## src/rtl/arb_mux_n.sv

```systemverilog
// arb_mux_n: N-channel arbitrating mux feeding one registered output beat (fixed priority or round robin).
// Optional packet locking on last_i is compiled in when the macro ARB_MUX_HOLD_EN is defined.
module arb_mux_n #(
  parameter int SIZE = 32,
  parameter int N    = 4,
  parameter int RR   = 0,
  localparam int CW  = $clog2(N)
) (
  input  logic              clk_i,
  input  logic              rst_i,
  input  logic [N*SIZE-1:0] data_i,
  input  logic [N-1:0]      valid_i,
`ifdef ARB_MUX_HOLD_EN
  input  logic [N-1:0]      last_i,
`endif
  output logic [N-1:0]      ready_o,
  output logic [SIZE-1:0]   data_o,
  output logic [CW-1:0]     chan_o,
  output logic              valid_o,
  input  logic              ready_i
);

  logic            load;
  logic [N-1:0]    req;
  logic [CW-1:0]   ptr;
  logic [CW-1:0]   base;
  logic [CW:0]     cand;
  logic [CW-1:0]   gnt_idx;
  logic            gnt_any;
  logic [CW-1:0]   ptr_next;
  logic [SIZE-1:0] sel_data;

  // The output register can take a new beat when empty or when it drains this cycle.
  assign load = ~valid_o | ready_i;
  assign base = (RR != 0) ? ptr : '0;

`ifdef ARB_MUX_HOLD_EN
  logic          locked;
  logic [CW-1:0] lock_chan;

  // While a packet is in flight only its channel may compete.
  always_comb begin
    req = valid_i;
    if (locked) begin
      req = '0;
      req[lock_chan] = valid_i[lock_chan];
    end
  end

  always_ff @(posedge clk_i) begin
    if (rst_i) begin
      locked    <= 1'b0;
      lock_chan <= '0;
    end else if (load && gnt_any) begin
      locked    <= ~last_i[gnt_idx];
      lock_chan <= gnt_idx;
    end
  end
`else
  assign req = valid_i;
`endif

  // Search upward from base with wrap; base is zero in fixed-priority mode.
  always_comb begin
    gnt_idx = '0;
    gnt_any = 1'b0;
    cand    = '0;
    for (int i = 0; i < N; i++) begin
      cand = {1'b0, base} + (CW+1)'(i);
      if (cand >= (CW+1)'(N)) cand = cand - (CW+1)'(N);
      if (!gnt_any && req[cand[CW-1:0]]) begin
        gnt_any = 1'b1;
        gnt_idx = cand[CW-1:0];
      end
    end
  end

  always_comb begin
    sel_data = '0;
    for (int k = 0; k < N; k++) begin
      if (gnt_idx == CW'(k)) sel_data = data_i[k*SIZE +: SIZE];
    end
  end

  assign ptr_next = (gnt_idx == CW'(N-1)) ? '0 : gnt_idx + CW'(1);

  always_comb begin
    ready_o = '0;
    if (!rst_i && load && gnt_any) ready_o[gnt_idx] = 1'b1;
  end

  // Output stage: capture on load, otherwise hold under backpressure.
  always_ff @(posedge clk_i) begin
    if (rst_i) begin
      valid_o <= 1'b0;
      data_o  <= '0;
      chan_o  <= '0;
      ptr     <= '0;
    end else if (load) begin
      if (gnt_any) begin
        valid_o <= 1'b1;
        data_o  <= sel_data;
        chan_o  <= gnt_idx;
        ptr     <= ptr_next;
      end else begin
        valid_o <= 1'b0;
      end
    end
  end

endmodule

```

## config.mk

```make
export PLATFORM = sky130hd
export DESIGN_NAME = arb_mux_n
export DESIGN_NICKNAME = d
export VERILOG_FILES = /design/src/rtl/arb_mux_n.sv
export SDC_FILE = /design/constraint.sdc
export NUM_CORES = 1
export LEC_CHECK = 0
export CAP_MARGIN = 25
export CORE_ASPECT_RATIO = 1.25
export CORE_MARGIN = 2
export CORE_UTILIZATION = 36
export DETAILED_ROUTE_END_ITERATION = 6
export GPL_TIMING_DRIVEN = 0
export PLACE_DENSITY_LB_ADDON = 0.2
export SLEW_MARGIN = 30
export SYNTH_ARGS = -nofsm -noshare
export SYNTH_HDL_FRONTEND = slang
export SYNTH_SLANG_ARGS = --single-unit
```

## constraint.sdc

```tcl
create_clock -name clk_i -period 1.7 [get_ports clk_i]
set_clock_uncertainty 0.05 [all_clocks]
set_input_delay 0.34 -clock clk_i [delete_from_list [all_inputs] [get_ports clk_i]]
set_output_delay 0.34 -clock clk_i [all_outputs]
set_load 0.02 [all_outputs]
```

==> reports/metrics.csv, run 1 <==
metric;value;unit
Worst Hold Class;in -> reg;
via count;3267;
cell taking the most area after synthesis;dfxtp_1;
clock power share;0.257;
fin cells;587;
actual slew at the worst max-slew pin;0.528;ns
Max VDD drop;0.401;mV
fin crit share;0.975;
Skew-Pair Late Insertion Delay;0.28;ns
CTS sink cnt;35;
#FFs+latches synth;35;
chip width;78.3;um
Post-synth ARST share;0;
total internal power;1860;uW
Synth top area share;0.282;
placed cells;573;
setup_tns;0;ns
Critical Path RT;1.31;ns
largest net degree at the start of global routing;20;
cells after synthesis;316;
initial antenna violation count;0;
Std-Cell Rows;33;
Antenna Cells;0;
slowest stage delay, CP;0.25;ns
CTS tree;yes;
R2R setup slack;0.15;ns
gr ovfl total;0;
crit path cell chain;buf_1 > clkbuf_8 > nor4_4 > buf_4;
critical path endpoint category;primary output;
most instantiated cells after synthesis;dfxtp_1 (35), a21oi_1 (34), nand2b_1 (31);
Lkg Pwr;0.00182;uW
Port Buffers;170;
area grow syn2layout;81.3;%
Worst setup SP type;primary input;
worst path arrival time;1.27;ns
reg2reg path depth;7;
gpl congestion;0.792;
First-pass DRT Iterations;5;
Overall Global Routing Usage;0.266;
overall power;2680;uW
CTS Buf Count;5;
I/O pins;174;
pwr/cell area;596;mW/mm^2
Final #Nets;634;
drt drc;0;
sequential share of power;0.348;
H-tree depth;2;
wire per inst;17.8;um
Final Setup Violations;0;
Die Y;96.9;um
Seq/Total Area, Yosys;0.282;
Highest Clock Rate;0.603;GHz
outcome;complete, no violations;
unrepaired setup endpoints after global routing;false;
Slew HR;0.648;
Syn Std Cell Area;0.00248;sq mm
Max Fanout on Critical Path;10;
starting density of the core;0.376;
Sw Share;0.305;
DP Worst Slack;-1.12;ns
initial DRC count;259;
Die ar.;0.00758;sq mm
Hold Vio Cnt, Final;0;
CP endpoint;ready_o[3];
combinational share of power;0.396;
clock-pin slew of the registers on the worst-case setup and hold paths;0.08;ns
dpl hpwl;7790;um
post-route setup slack;0.0419;ns
Syn Area/Cell;7.86;sq um
Post-Route WL;10500;um
worst r2r dst;data_o[25];
Pins Over Slew Limit;0;
worst-path cell with the longest stage delay;clkbuf_8;
count leader, synth;dfxtp_1;
Antenna Nets Post-Route;0;
Post-synth EDFFs;0;
R2R Path Start;valid_o;
critical setup path kind;in -> out;
Top FF cell, synth;dfxtp_1;
P_sw;820;uW
post-synthesis cell type count;28;
post-layout min period;1.66;ns
clock buffer depth;2;
vias in the first global route;3416;
Net Count, Synth;451;
CTS root buffer;clkbuf_8;
top cells by area, synth;dfxtp_1 (28%), a211o_1 (10%), o32ai_1 (10%);
worst setup path start;rst_i;
layout cells sized above 1;0.110;
Vias/cell;5.57;
synth warn;0;
core outline area;0.00661;sq mm
Max-cap violations;0;
first-pass GRT wire length;16400;um
sequential cells by signal, indices dropped and copies added, names as in the netlist:
register  cells
valid_o       1
chan_o        2
data_o       32
layout by cell type (no fill, tap or decap), drive strengths merged, types with 8 or more instances in the layout:
master / Yosys / routed
a22oi: 29 / 29
a211o: 29 / 29
o32ai: 29 / 29
buf: 17 / 31
clkbuf: 21 / 27
o21ai: 29 / 29
inv: 29 / 29
nand2b: 31 / 31
nor2: 8 / 8
dfxtp: 35 / 35
a21oi: 34 / 34
clkdlybuf4s50: 0 / 162
repair_timing:
item	in CTS	in global routing
buffers inserted	2	5
setup endpoints to repair	37	16
pin swaps	1	3
gates resized for setup	47	14
hold buffers	0	0
worst min path at each step:
stage	startpoint	end	slack [ns]	cells past startpoint
after global routing	valid_i[3]	valid_o	0.34	3
final	valid_i[3]	valid_o	0.34	3
after floorplan	valid_i[3]	valid_o	0.47	2
after global placement	data_o[26]	data_o[26]	0.42	2
after CTS	valid_i[3]	valid_o	0.35	3
after detailed placement	data_o[17]	data_o[17]	0.43	2
power groups by stage:
| stage | Combinational [uW] | Sequential [uW] | Clock [uW] |
|---|---|---|---|
| after detailed placement | 1030 | 950 | 0 |
| after global placement | 1020 | 947 | 0 |
| after floorplan | 380 | 1040 | 0 |
| final | 1060 | 933 | 689 |
| after CTS | 1050 | 932 | 703 |
| after global routing | 1130 | 942 | 734 |
stage by stage:
step | instance area (sq um) | hold slack [ns] | util
finish | 4500 | 0.343 | 0.682
detailed placement | 4300 | 0.428 | 0.651
CTS | 4460 | 0.354 | 0.675
global placement | 4300 | 0.423 | 0.651
floorplan | 2490 | 0.473 | -
global route | 4500 | 0.336 | 0.682
logic make-up (layout without fill, tap and decap cells):
family | Yosys count | after routing | synth area share
AOI/OAI and AO/OA | 158 | 158 | 0.450
buffers and inverters | 67 | 251 | 0.129
DFF | 35 | 35 | 0.282
and+or+nand+nor | 56 | 56 | 0.139
worst max-delay path, delay by kind of cell:
family        cells  cell delay [ns]
simple gates      1             0.25
buf+inv           3             0.66
layer usage:
metal	global-route usage	up-vias	part of all wire
li1	-	1551	-
met1	0.308	1545	0.40
met2	0.491	157	0.52
met3	0.0485	14	0.066
met4	0.0742	0	0.014
met5	0	-	0
cell type report:
| type | count | area [sq um] |
|---|---|---|
| tap | 87 | 109 |
| clock buffer | 8 | 100 |
| sequential | 35 | 702 |
| fill | 581 | 2100 |
| buffer | 37 | 238 |
| timing repair buffer | 177 | 1740 |
| multi-input combinational | 214 | 1510 |
| inverter | 29 | 109 |
No activity file was read; power rests on OpenSTA's default activity.
==> run 2: changes to the inputs <==
--- a/config.mk
+++ b/config.mk
@@ -12,7 +12,7 @@
 export DETAILED_ROUTE_END_ITERATION = 6
 export GPL_TIMING_DRIVEN = 0
 export PLACE_DENSITY_LB_ADDON = 0.2
-export SLEW_MARGIN = 30
+export SLEW_MARGIN = 20
 export SYNTH_ARGS = -nofsm -noshare
 export SYNTH_HDL_FRONTEND = slang
 export SYNTH_SLANG_ARGS = --single-unit
==> constraint.sdc (replaced) <==
create_clock -name clk_i -period 1.7 [get_ports clk_i]
set_clock_uncertainty 0.05 [all_clocks]
set_input_delay 0.34 -clock clk_i [delete_from_list [all_inputs] [get_ports clk_i]]
set_output_delay 0.34 -clock clk_i [all_outputs]
set_load 0.1 [all_outputs]
==> run 2 against run 1 <==
Clock power shrank 2%. Utilization grew 1.5 points. Cell area grew 2.1%. Sequential power is essentially flat. Critical endpoint is now ready_o[1].
==> reports/metrics.csv, run 2 (synthesized netlist as in run 1, its figures left out) <==
metric;value;unit;change
fin crit share;0.997;;was 0.975
Std-Cell Rows;33;;unchanged
I/O pins;174;;unchanged
Antenna Cells;0;;unchanged
Max-cap violations;0;;unchanged
CTS sink cnt;35;;unchanged
Max Fanout on Critical Path;3;;was 10
fillers;571;;was 581
Die Y;96.9;um;unchanged
CTS root buffer;clkbuf_8;;unchanged
core outline area;0.00661;sq mm;unchanged
Overall Global Routing Usage;0.265;;was 0.266
initial DRC count;171;;was 259
H-tree depth;2;;unchanged
Port Buffers;170;;unchanged
outcome;complete, no violations;;unchanged
worst r2r dst;data_o[11];;was data_o[25]
gr ovfl total;0;;unchanged
largest net degree at the start of global routing;20;;unchanged
Post-Route WL;10400;um;was 10500 um
clock-pin slew of the registers on the worst-case setup and hold paths;0.07;ns;was 0.08 ns
cell family with most CP delay;flip-flops;;was buffers and inverters
critical path endpoint category;primary output;;unchanged
area occupied by multi-input gates;0.00153;sq mm;was 0.00151 sq mm
Worst setup SP type;flip-flop;;was primary input
Highest Clock Rate;0.590;GHz;was 0.603 GHz
first-pass GRT wire length;16200;um;was 16400 um
Lkg Pwr;0.00182;uW;about the same
Max VDD drop;0.533;mV;was 0.401 mV
Final #Nets;629;;was 634
worst path arrival time;1.30;ns;was 1.27 ns
area grow syn2layout;85.2;%;was 81.3%
Pins Over Slew Limit;0;;unchanged
minimum hold slack;0.320;ns;was 0.343 ns
worst-path cell with the longest stage delay;dfxtp_4;;was clkbuf_8
most frequent cells in the layout;clkdlybuf4s50_1 (128), clkdlybuf4s15_2 (35), a21oi_1 (34), dfxtp_1 (34), nand2b_1 (30);;was clkdlybuf4s50_1 (162), a21oi_1 (34), dfxtp_1 (34), nand2b_1 (31)
crit path cell chain;nor2b_4 > buf_6 > nor3_4 > buf_12;;was buf_1 > clkbuf_8 > nor4_4 > buf_4
HP Start;valid_i[2];;was valid_i[3]
clock buffer depth;2;;unchanged
R2R setup slack;0.13;ns;was 0.15 ns
Final Setup Violations;0;;unchanged
Antenna Nets Post-Route;0;;unchanged
worst setup path start;valid_o;;was rst_i
vias in the first global route;3318;;was 3416
CP bufs+invs;2;;was 3
most common cell after layout, fill and taps aside;clkdlybuf4s50_1;;unchanged
CTS tree;yes;;unchanged
Vias/cell;5.44;;was 5.57
pwr/cell area;677;mW/mm^2;was 596 mW/mm^2
gpl congestion;0.795;;was 0.792
Hold EP;valid_o;;unchanged
unrepaired setup endpoints after global routing;true;;was false
overall power;3110;uW;was 2680 uW
starting density of the core;0.376;;unchanged
Top reg by flops;data_o;;unchanged
Worst Hold Class;in -> reg;;unchanged
max reg flops;32;;unchanged
via count;3167;;was 3267
Slew HR;0.613;;was 0.648
storage element area;704;sq um;was 702 sq um
hold path cells;3;;unchanged
First-pass DRT Iterations;4;;was 5
Largest regs;data_o: 32 flops, chan_o: 2 flops, valid_o: 1 flops;;unchanged
R2R Path Start;valid_o;;unchanged
reg2reg path depth;6;;was 7
actual slew at the worst max-slew pin;0.584;ns;was 0.528 ns
CTS Buf Count;5;;unchanged
Critical Path RT;1.31;ns;about the same
critical setup path kind;reg -> out;;was in -> out
chip width;78.3;um;unchanged
slowest stage delay, CP;0.35;ns;was 0.25 ns
dpl hpwl;7750;um;was 7790 um
Die ar.;0.00758;sq mm;unchanged
drt drc;0;;unchanged
wire per inst;17.8;um;about the same
Skew-Pair Late Insertion Delay;0.29;ns;was 0.28 ns
initial antenna violation count;0;;unchanged
post-layout min period;1.69;ns;was 1.66 ns
Hold Vio Cnt, Final;0;;unchanged
layout cells sized above 1;0.182;;was 0.110
==> run 2: final cells by class <==
cell class,instances,share of cell area
Multi-Input combinational cell,214,0.332
Tap cell,87,0.0237
Clock buffer,8,0.0218
Inverter,29,0.0237
Sequential cell,35,0.153
Buffer,35,0.0541
Timing Repair Buffer,174,0.391
==> run 2: timing repair <==
| action | in CTS | in global routing |
|---|---|---|
| setup endpoints to repair | 72 | 20 |
| buffers inserted | 4 | 0 |
| gates resized for setup | 153 | 12 |
| pin swaps | 2 | 0 |
| hold buffers | 0 | 0 |
==> run 2: tightest hold or removal path, cell delays in order <==
cell	delay, ns
buf_12	0.11
nor4_4	0.05
a21oi_1	0.12
==> run 2: report_power, final <==
part           leakage [uW]  internal, uW  switching [uW]
Clock             0.0000515           370             303
Sequential         0.000290           893            39.1
Combinational       0.00148           590             919
==> run 2: how the worst max path moves through the flow <==
stage	to	slack [ns]	cells past startpoint
floorplan	ready_o[3]	-0.58	5
global placement	ready_o[1]	-1.63	6
finish	ready_o[1]	0.005	4
CTS	ready_o[1]	-0.008	4
detailed placement	ready_o[1]	-1.67	6
global route	ready_o[1]	-0.04	4
==> run 2: metal layers <==
layer	up-vias	GRT usage	wire, um
met5	-	0	0
li1	1538	-	-
met4	0	0.0796	186
met3	14	0.0560	575
met2	131	0.491	5400
met1	1484	0.297	4190
==> run 2: through the flow <==
step           setup slack (ns)   util  cells  area (sq um)  TNS [ns]
2_1_floorplan            -0.576      -    316          2580    -0.819
3_3_place_gp              -1.63  0.665    573          4390    -27.68
3_5_place_dp              -1.67  0.665    573          4390    -28.55
4_1_cts                -0.00804  0.692    583          4570  -0.00952
5_1_grt                 -0.0408  0.696    582          4600   -0.0817
6_report                0.00505  0.696    582          4600         0
